**src/rtl/codec_cfg_sequencer.sv**
```systemverilog
// WM8731 boot-table and runtime register-write sequencer feeding the shared I2C byte master.
// Optional macro CODEC_CFG_RETRY_EN: NACKed commands are retried up to MAX_RETRY extra times.
module codec_cfg_sequencer #(
   parameter logic [7:0]  DEV_ADDR   = 8'h34,
   parameter int unsigned GAP_CYCLES = 64,
   parameter int unsigned MAX_RETRY  = 3
) (
   input  logic        clk,
   input  logic        reset,
   input  logic        start,
   input  logic        req_valid,
   input  logic [6:0]  req_addr,
   input  logic [8:0]  req_data,
   output logic        req_ready,
   output logic        cmd_valid,
   output logic [23:0] cmd_word,
   input  logic        cmd_ready,
   input  logic        done,
   input  logic        ack_ok,
   output logic        busy,
   output logic        init_done,
   output logic        error,
   output logic [2:0]  dbg_state
);

   // Valid/ready: a transfer happens on a posedge where valid and ready are both high;
   // once valid rises it stays high with its payload unchanged until that edge.

   typedef enum logic [2:0] {
      S_IDLE  = 3'd0,
      S_ISSUE = 3'd1,
      S_WAIT  = 3'd2,
      S_GAP   = 3'd3,
      S_READY = 3'd4,
      S_ERR   = 3'd5
   } state_t;

   localparam int unsigned    GAP_W    = $clog2(GAP_CYCLES + 1);
   localparam logic [GAP_W-1:0] GAP_LAST = GAP_W'(GAP_CYCLES);
   localparam logic [3:0]     LAST_IDX = 4'd8;

   if (GAP_CYCLES < 1) begin : g_gap_check
      $error("GAP_CYCLES must be at least 1");
   end
   if (MAX_RETRY > 255) begin : g_retry_check
      $error("MAX_RETRY must fit in 8 bits");
   end

   // Boot table entries as {reg_addr[6:0], data[8:0]}; index 8 activates the codec.
   function automatic logic [15:0] boot_entry(input logic [3:0] idx);
      case (idx)
         4'd0:    boot_entry = {7'd15, 9'h000};
         4'd1:    boot_entry = {7'd4,  9'h014};
         4'd2:    boot_entry = {7'd2,  9'h079};
         4'd3:    boot_entry = {7'd3,  9'h079};
         4'd4:    boot_entry = {7'd7,  9'h052};
         4'd5:    boot_entry = {7'd8,  9'h000};
         4'd6:    boot_entry = {7'd5,  9'h011};
         4'd7:    boot_entry = {7'd6,  9'h000};
         4'd8:    boot_entry = {7'd9,  9'h001};
         default: boot_entry = 16'h0000;
      endcase
   endfunction

   state_t           state_q, state_d;
   logic [3:0]       idx_q, idx_d;
   logic [GAP_W-1:0] gap_cnt_q, gap_cnt_d;
   logic             boot_q, boot_d;
   logic             gap_to_ready_q, gap_to_ready_d;
   logic             cmd_valid_q, cmd_valid_d;
   logic [23:0]      cmd_word_q, cmd_word_d;
   logic             busy_q, busy_d;
   logic             init_done_q, init_done_d;
   logic             error_q, error_d;
   logic             ready_q, ready_d;
   logic             restart;

`ifdef CODEC_CFG_RETRY_EN
   localparam int unsigned RETRY_W = (MAX_RETRY > 0) ? $clog2(MAX_RETRY + 1) : 1;
   logic [RETRY_W-1:0] retry_q, retry_d;
`endif

   always_comb begin
      state_d        = state_q;
      idx_d          = idx_q;
      gap_cnt_d      = gap_cnt_q;
      boot_d         = boot_q;
      gap_to_ready_d = gap_to_ready_q;
      cmd_word_d     = cmd_word_q;
      init_done_d    = init_done_q;
      restart        = 1'b0;
`ifdef CODEC_CFG_RETRY_EN
      retry_d        = retry_q;
`endif
      case (state_q)
         S_IDLE: begin
            if (start) restart = 1'b1;
         end
         S_ISSUE: begin
            if (cmd_ready) state_d = S_WAIT;
         end
         S_WAIT: begin
            if (done) begin
               gap_cnt_d = '0;
               if (ack_ok) begin
                  state_d = S_GAP;
`ifdef CODEC_CFG_RETRY_EN
                  retry_d = '0;
`endif
                  if (boot_q && (idx_q != LAST_IDX)) begin
                     idx_d          = idx_q + 4'd1;
                     gap_to_ready_d = 1'b0;
                  end else begin
                     gap_to_ready_d = 1'b1;
                  end
               end else begin
`ifdef CODEC_CFG_RETRY_EN
                  if (retry_q < RETRY_W'(MAX_RETRY)) begin
                     retry_d        = retry_q + RETRY_W'(1);
                     state_d        = S_GAP;
                     gap_to_ready_d = 1'b0;
                  end else begin
                     state_d = S_ERR;
                  end
`else
                  state_d = S_ERR;
`endif
               end
            end
         end
         S_GAP: begin
            // Exiting on GAP_LAST keeps the state here GAP_CYCLES+1 cycles after done.
            if (gap_cnt_q == GAP_LAST) begin
               if (gap_to_ready_q) begin
                  state_d     = S_READY;
                  boot_d      = 1'b0;
                  init_done_d = 1'b1;
               end else begin
                  state_d = S_ISSUE;
                  if (boot_q) cmd_word_d = {DEV_ADDR, boot_entry(idx_q)};
               end
            end else begin
               gap_cnt_d = gap_cnt_q + GAP_W'(1);
            end
         end
         S_READY: begin
            if (start) begin
               restart = 1'b1;
            end else if (req_valid) begin
               state_d    = S_ISSUE;
               boot_d     = 1'b0;
               cmd_word_d = {DEV_ADDR, req_addr, req_data};
            end
         end
         S_ERR: begin
            if (start) restart = 1'b1;
         end
         default: state_d = S_IDLE;
      endcase

      if (restart) begin
         state_d     = S_ISSUE;
         idx_d       = 4'd0;
         boot_d      = 1'b1;
         cmd_word_d  = {DEV_ADDR, boot_entry(4'd0)};
         init_done_d = 1'b0;
`ifdef CODEC_CFG_RETRY_EN
         retry_d     = '0;
`endif
      end

      cmd_valid_d = (state_d == S_ISSUE);
      busy_d      = (state_d == S_ISSUE) || (state_d == S_WAIT) || (state_d == S_GAP);
      error_d     = (state_d == S_ERR);
      ready_d     = (state_d == S_READY);
   end

   always_ff @(posedge clk) begin
      if (reset) begin
         state_q        <= S_IDLE;
         idx_q          <= 4'd0;
         gap_cnt_q      <= '0;
         boot_q         <= 1'b0;
         gap_to_ready_q <= 1'b0;
         cmd_valid_q    <= 1'b0;
         cmd_word_q     <= 24'h000000;
         busy_q         <= 1'b0;
         init_done_q    <= 1'b0;
         error_q        <= 1'b0;
         ready_q        <= 1'b0;
`ifdef CODEC_CFG_RETRY_EN
         retry_q        <= '0;
`endif
      end else begin
         state_q        <= state_d;
         idx_q          <= idx_d;
         gap_cnt_q      <= gap_cnt_d;
         boot_q         <= boot_d;
         gap_to_ready_q <= gap_to_ready_d;
         cmd_valid_q    <= cmd_valid_d;
         cmd_word_q     <= cmd_word_d;
         busy_q         <= busy_d;
         init_done_q    <= init_done_d;
         error_q        <= error_d;
         ready_q        <= ready_d;
`ifdef CODEC_CFG_RETRY_EN
         retry_q        <= retry_d;
`endif
      end
   end

   // A start in READY takes priority, so the request must not see ready that cycle.
   assign req_ready = ready_q && !start;
   assign cmd_valid = cmd_valid_q;
   assign cmd_word  = cmd_word_q;
   assign busy      = busy_q;
   assign init_done = init_done_q;
   assign error     = error_q;
   assign dbg_state = state_q;

endmodule

```
**config.mk**
```make
export PLATFORM = sky130hd
export DESIGN_NAME = codec_cfg_sequencer
export DESIGN_NICKNAME = d
export VERILOG_FILES = /design/src/rtl/codec_cfg_sequencer.sv
export SDC_FILE = /design/constraint.sdc
export NUM_CORES = 1
export LEC_CHECK = 0
export ABC_CLOCK_PERIOD_IN_PS = 4800
export CORE_MARGIN = 1.5
export CORE_UTILIZATION = 53
export CTS_CLUSTER_SIZE = 40
export DETAILED_ROUTE_END_ITERATION = 7
export GPL_TIMING_DRIVEN = 0
export MAX_ROUTING_LAYER = met4
export PLACE_DENSITY = 0.84
export SETUP_SLACK_MARGIN = 0.2
export SLEW_MARGIN = 15
export SYNTH_ARGS = -nofsm -noshare
export SYNTH_HDL_FRONTEND = slang
export SYNTH_SLANG_ARGS = --single-unit
```
**constraint.sdc**
```tcl
create_clock -name clk -period 4.8 [get_ports clk]
set_input_delay 1.2 -clock clk [delete_from_list [all_inputs] [get_ports clk]]
set_output_delay 1.2 -clock clk [all_outputs]
set_load 0.05 [all_outputs]
```
* After elaboration in Yosys (flattened, before gate mapping)
Memory sizes are Yosys's and may differ from the RTL's. A register that Yosys moved wholly into a read port is not among the register bits. Cells that the tools add are included.
Cells by class: reduce and logical (&&, ||, !) cells 19, equality and inequality tests 25, mux-type cells 30, add/sub/neg operators 2
Operators by type and width (count):
- $mux 24 | 5
- $pmux 24 s2 | 1
- $mux 3 | 8
- $mux 22 | 1
- $ne 3x3->1 const B | 6
- $pmux 3 s5 | 1
- $mux 7 | 2
- $ne 2x2->1 const B | 7
- $pmux 7 s2 | 1
- $eq 3x2->1 const B | 4
- $eq 3x3->1 const B | 4
- $reduce_and 6->1 | 2
- $reduce_and 3->1 | 3
- $mux 1 | 8
- $mux 4 | 2
- $add 7x1->7 const B | 1
- $eq 7x7->1 const B | 1
- $eq 3x1->1 const B | 2
- $reduce_and 5->1 | 1
- $add 4x1->4 const B | 1
- $ne 4x4->1 const B | 1
- $reduce_and 4->1 | 1
- $reduce_bool 2->1 | 2
- $reduce_or 2->1 | 2
- 7 further kinds | 9
Word-level totals: register bits 45, bits of input ports 23, memories 1, logic and storage cells 89, ROM bits 176
Memory list:
- (name not given) | words 16, bits a word 11, rd ports 1, clocked after Yosys merged registers in 1, write ports 0, line 51 | case (idx)

* Depth between registers and ports, before layout
depth after elaboration 7, depth in mapped cells 11

* Worst setup path before layout
OpenSTA, ideal clock, no wires.
path kind input -> register, start in done, end reg with a tool-made name, data arrival time 3050 ps, buffers on the path 0, stages on the path 7, slack 1633 ps, cells stage by stage nand4bb_4 -> nor3_2 -> mux2i_1 -> inv_1 -> ha_1 -> or3_1 -> a32o_1
RTL lines:
- start, declared | line 18 | input logic done,

* Final worst setup path
start in start, end out req_ready
On the way: word-level cells in the longest chain between the ends 2
RTL lines:
- start, declared | line 10 | input logic start,
- $logic_not 1->1 | line 213 | assign req_ready = ready_q && !start;
- $logic_and 1x1->1 | line 213
- end, declared | line 14 | output logic req_ready,
Every way passes these cells.

==> reports/qor.csv <==
stage;metric;value;unit
yosys;synth.avg_cell_area;9.221;sq um
yosys;yosysTopAreaCellShare;40.55;%
yosys;synth_most_common_cell;dfxtp_1;
worst_setup_path;critical_path_required;3.60;ns
timing;skew;0.004805;ns
layout;finalInstanceArea;3022;sq um
placement;placed_cell_area;2940;sq um
worst_setup_path;crit_arrival;2.75;ns
cts;clockRootBuffer;clkbuf_8;
yosys;synth_edf_count;0;
yosys;synth.top_cells.by_count;dfxtp_1, nor2_1, a211oi_1, inv_1, nor2b_1;
worst_setup_path;crit_family;buffers and inverters;
placement;gp_congestion;0.9092;
grt;grt_usage;21.87;%
cts;cts_setup_buffers;0;
layout;diodes;0;
layout;fin_util;69.88;%
drt;avgViaCountPerCell;5.558;
layout;fill_cells;368;
die;core_area;4324;sq um
placement;pre_cts_ws;0.7029;ns
cts;htree_levels;2;
cts;cts_tree;yes;
power;vdd_ir_drop_max;0.0001388;V
worst_setup_path;critPathBufInv;2;
placement;hpwl;3840;microns
yosys;yosysTopAreaCell;dfxtp_1;
yosys;synth_warnings;0;
min_path;hold_path_class;flop to flop;
yosys;ys_ff_latch;48;
drt;drt_iter0_drc;162;
grt;antenna_found_initial;0;
drt;routed_wirelength;5064;microns
drt;wire_per_inst;13.72;microns
drt;dr.pass1.iters;4;
timing;final_max_slew_viol_count;0;
die;rows;24;
yosys;synthCells;257;
drt;drc;0;
layout;final_cell_count_no_fill;369;
yosys;synth_flop_cell;dfxtp_1;
worst_setup_path;crit_path_frequent_cell;clkdlybuf4s50_1;
yosys;ys_async_sr_fraction;0;%
timing;hold_slack;0.4714;ns
worst_setup_path;worstPathCellList;clkdlybuf4s50_1 > nor2b_1 > clkdlybuf4s50_1;
timing;setup_ws;0.8505;ns
layout;area_growth;27.51;%
timing;maxSlewHeadroom;58.14;%
worst_setup_path;slowest_stage;clkdlybuf4s50_1;
grt;gr-total-overflow;0;
placement;io_buffers;49;
worst_setup_path;cpPeakStageDelay;0.81;ns
worst_setup_path;path_class;input port to primary output;
timing;tightest_slew;0.6280;ns
timing;setup_viol;0;
worst_setup_path;crit_path_end_kind;primary output;
die;die_x;69.87;microns
cts;cts_buffer_depth;2;
yosys;post_synth_instance_area;2370;sq um
drt;antenna_left;0;
grt;grt_pass1_wl;8473;microns
timing;fmax;0.2532;GHz
cts;cts_buffers;5;
run_status;status;finished, final reports clean;
grt;grt_pass1_vias;1841;
worst_setup_path;worst_setup_path_start_kind;input port;
die;initial_core_util;54.80;%
cts;clock_sinks;48;
die;ios;55;
power;power_per_cell_area;263.6;nW/um^2
worst_setup_path;critPathMaxFanout;10;
cts;clkLatencyLatePin;0.29;ns
flow_run;cap_violations;0;
yosys;synth_cell_types;59;
grt;grt_max_degree;15;
layout;drive_above_1_share;9.779;%
power;power_leakage;1.106;nW
cts;hold_buffers;0;
timing;tns;0;ns
layout;nNetsFinal;349;
timing;rsz0062_at_grt;false;
timing;period_share;82.28;%
timing;hold_viol_final;0;
drt;dr_total_vias;2051;
die;dieHeight;69.87;microns
cts;ctsResizeCount;0;
timing;fin_crit;3.949;ns
yosys;ys_seq_area_share;40.55;%
placement;post-place-cells;362;
yosys;synthTopCellsByArea;dfxtp_1, nor2_1, ha_1, a211oi_1, mux2i_1;
power;power.total;0.7964;mW
cts;cts.clk_slew.worst_paths;0.08;ns
die;dieArea;4881;sq um
==> worst min-delay path: cells and delay by family (launching register included) <==
family	cells	cell delay [ns]
DFF	1	0.32
and+or+nand+nor	1	0.06
AOI/OAI and AO/OA	1	0.05
==> cell type report <==
| class | count | area (sq um) | share of cell area, % |
|---|---|---|---|
| Timing Repair Buffer | 49 | 490.5 | 16.23 |
| Inverter | 12 | 45.04 | 1.491 |
| Tap cell | 52 | 65.06 | 2.153 |
| Clock inverter | 2 | 12.51 | 0.4141 |
| Sequential cell | 48 | 960.9 | 31.80 |
| Buffer | 14 | 91.34 | 3.023 |
| Clock buffer | 5 | 68.82 | 2.277 |
| Multi-Input combinational cell | 187 | 1287 | 42.61 |
==> placed cells by master, fill, tap and decap left out, types with 5 or more instances in the layout <==
cell type	instances
nand2b_1	5
dfxtp_1	48
clkbuf_8	5
a211oi_1	11
mux2i_1	7
conb_1	5
o21ai_0	9
ha_1	9
nand2_1	8
nor2b_1	10
nand3_1	5
inv_1	11
nor3_1	9
clkdlybuf4s50_1	49
a22oi_1	6
a21oi_1	9
xnor2_1	5
buf_4	8
nor2_1	34
==> worst paths after layout <==
| check | from | cells after the start | slack, ns | endpoint |
|---|---|---|---|---|
| max reg2reg | idx_q[0] | 9 | 1.81 | flop |
| min reg2reg | cmd_word[11] | 2 | 0.47 | cmd_word[11] |
| min | cmd_word[11] | 2 | 0.47 | cmd_word[11] |
| max | start | 3 | 0.85 | req_ready |
==> where the power goes <==
part / switching [mW] / internal, mW
combinational: 0.0953 / 0.0596
sequential: 0.00790 / 0.408
clock: 0.127 / 0.0987
==> routing by layer <==
layer / track usage [%] / part of all wire (%)
met5: - / 0
met2: 33.44 / 48
met3: 5.483 / 4.1
met1: 29.28 / 47
met4: 5.556 / 0.91
==> logic make-up after synthesis <==
| logic type | after synthesis | synth area share, % |
|---|---|---|
| xor gates and xnor gates | 9 | 3.326 |
| AOI/OAI and AO/OA | 62 | 18.69 |
| buffers and inverters | 26 | 5.755 |
| other | 1 | 0.1582 |
| DFF | 48 | 40.55 |
| muxes | 8 | 3.537 |
| and+or+nand+nor | 94 | 23.23 |
| adders and majority gates | 9 | 4.752 |
Note: power is estimated with default switching activity, not from simulation.
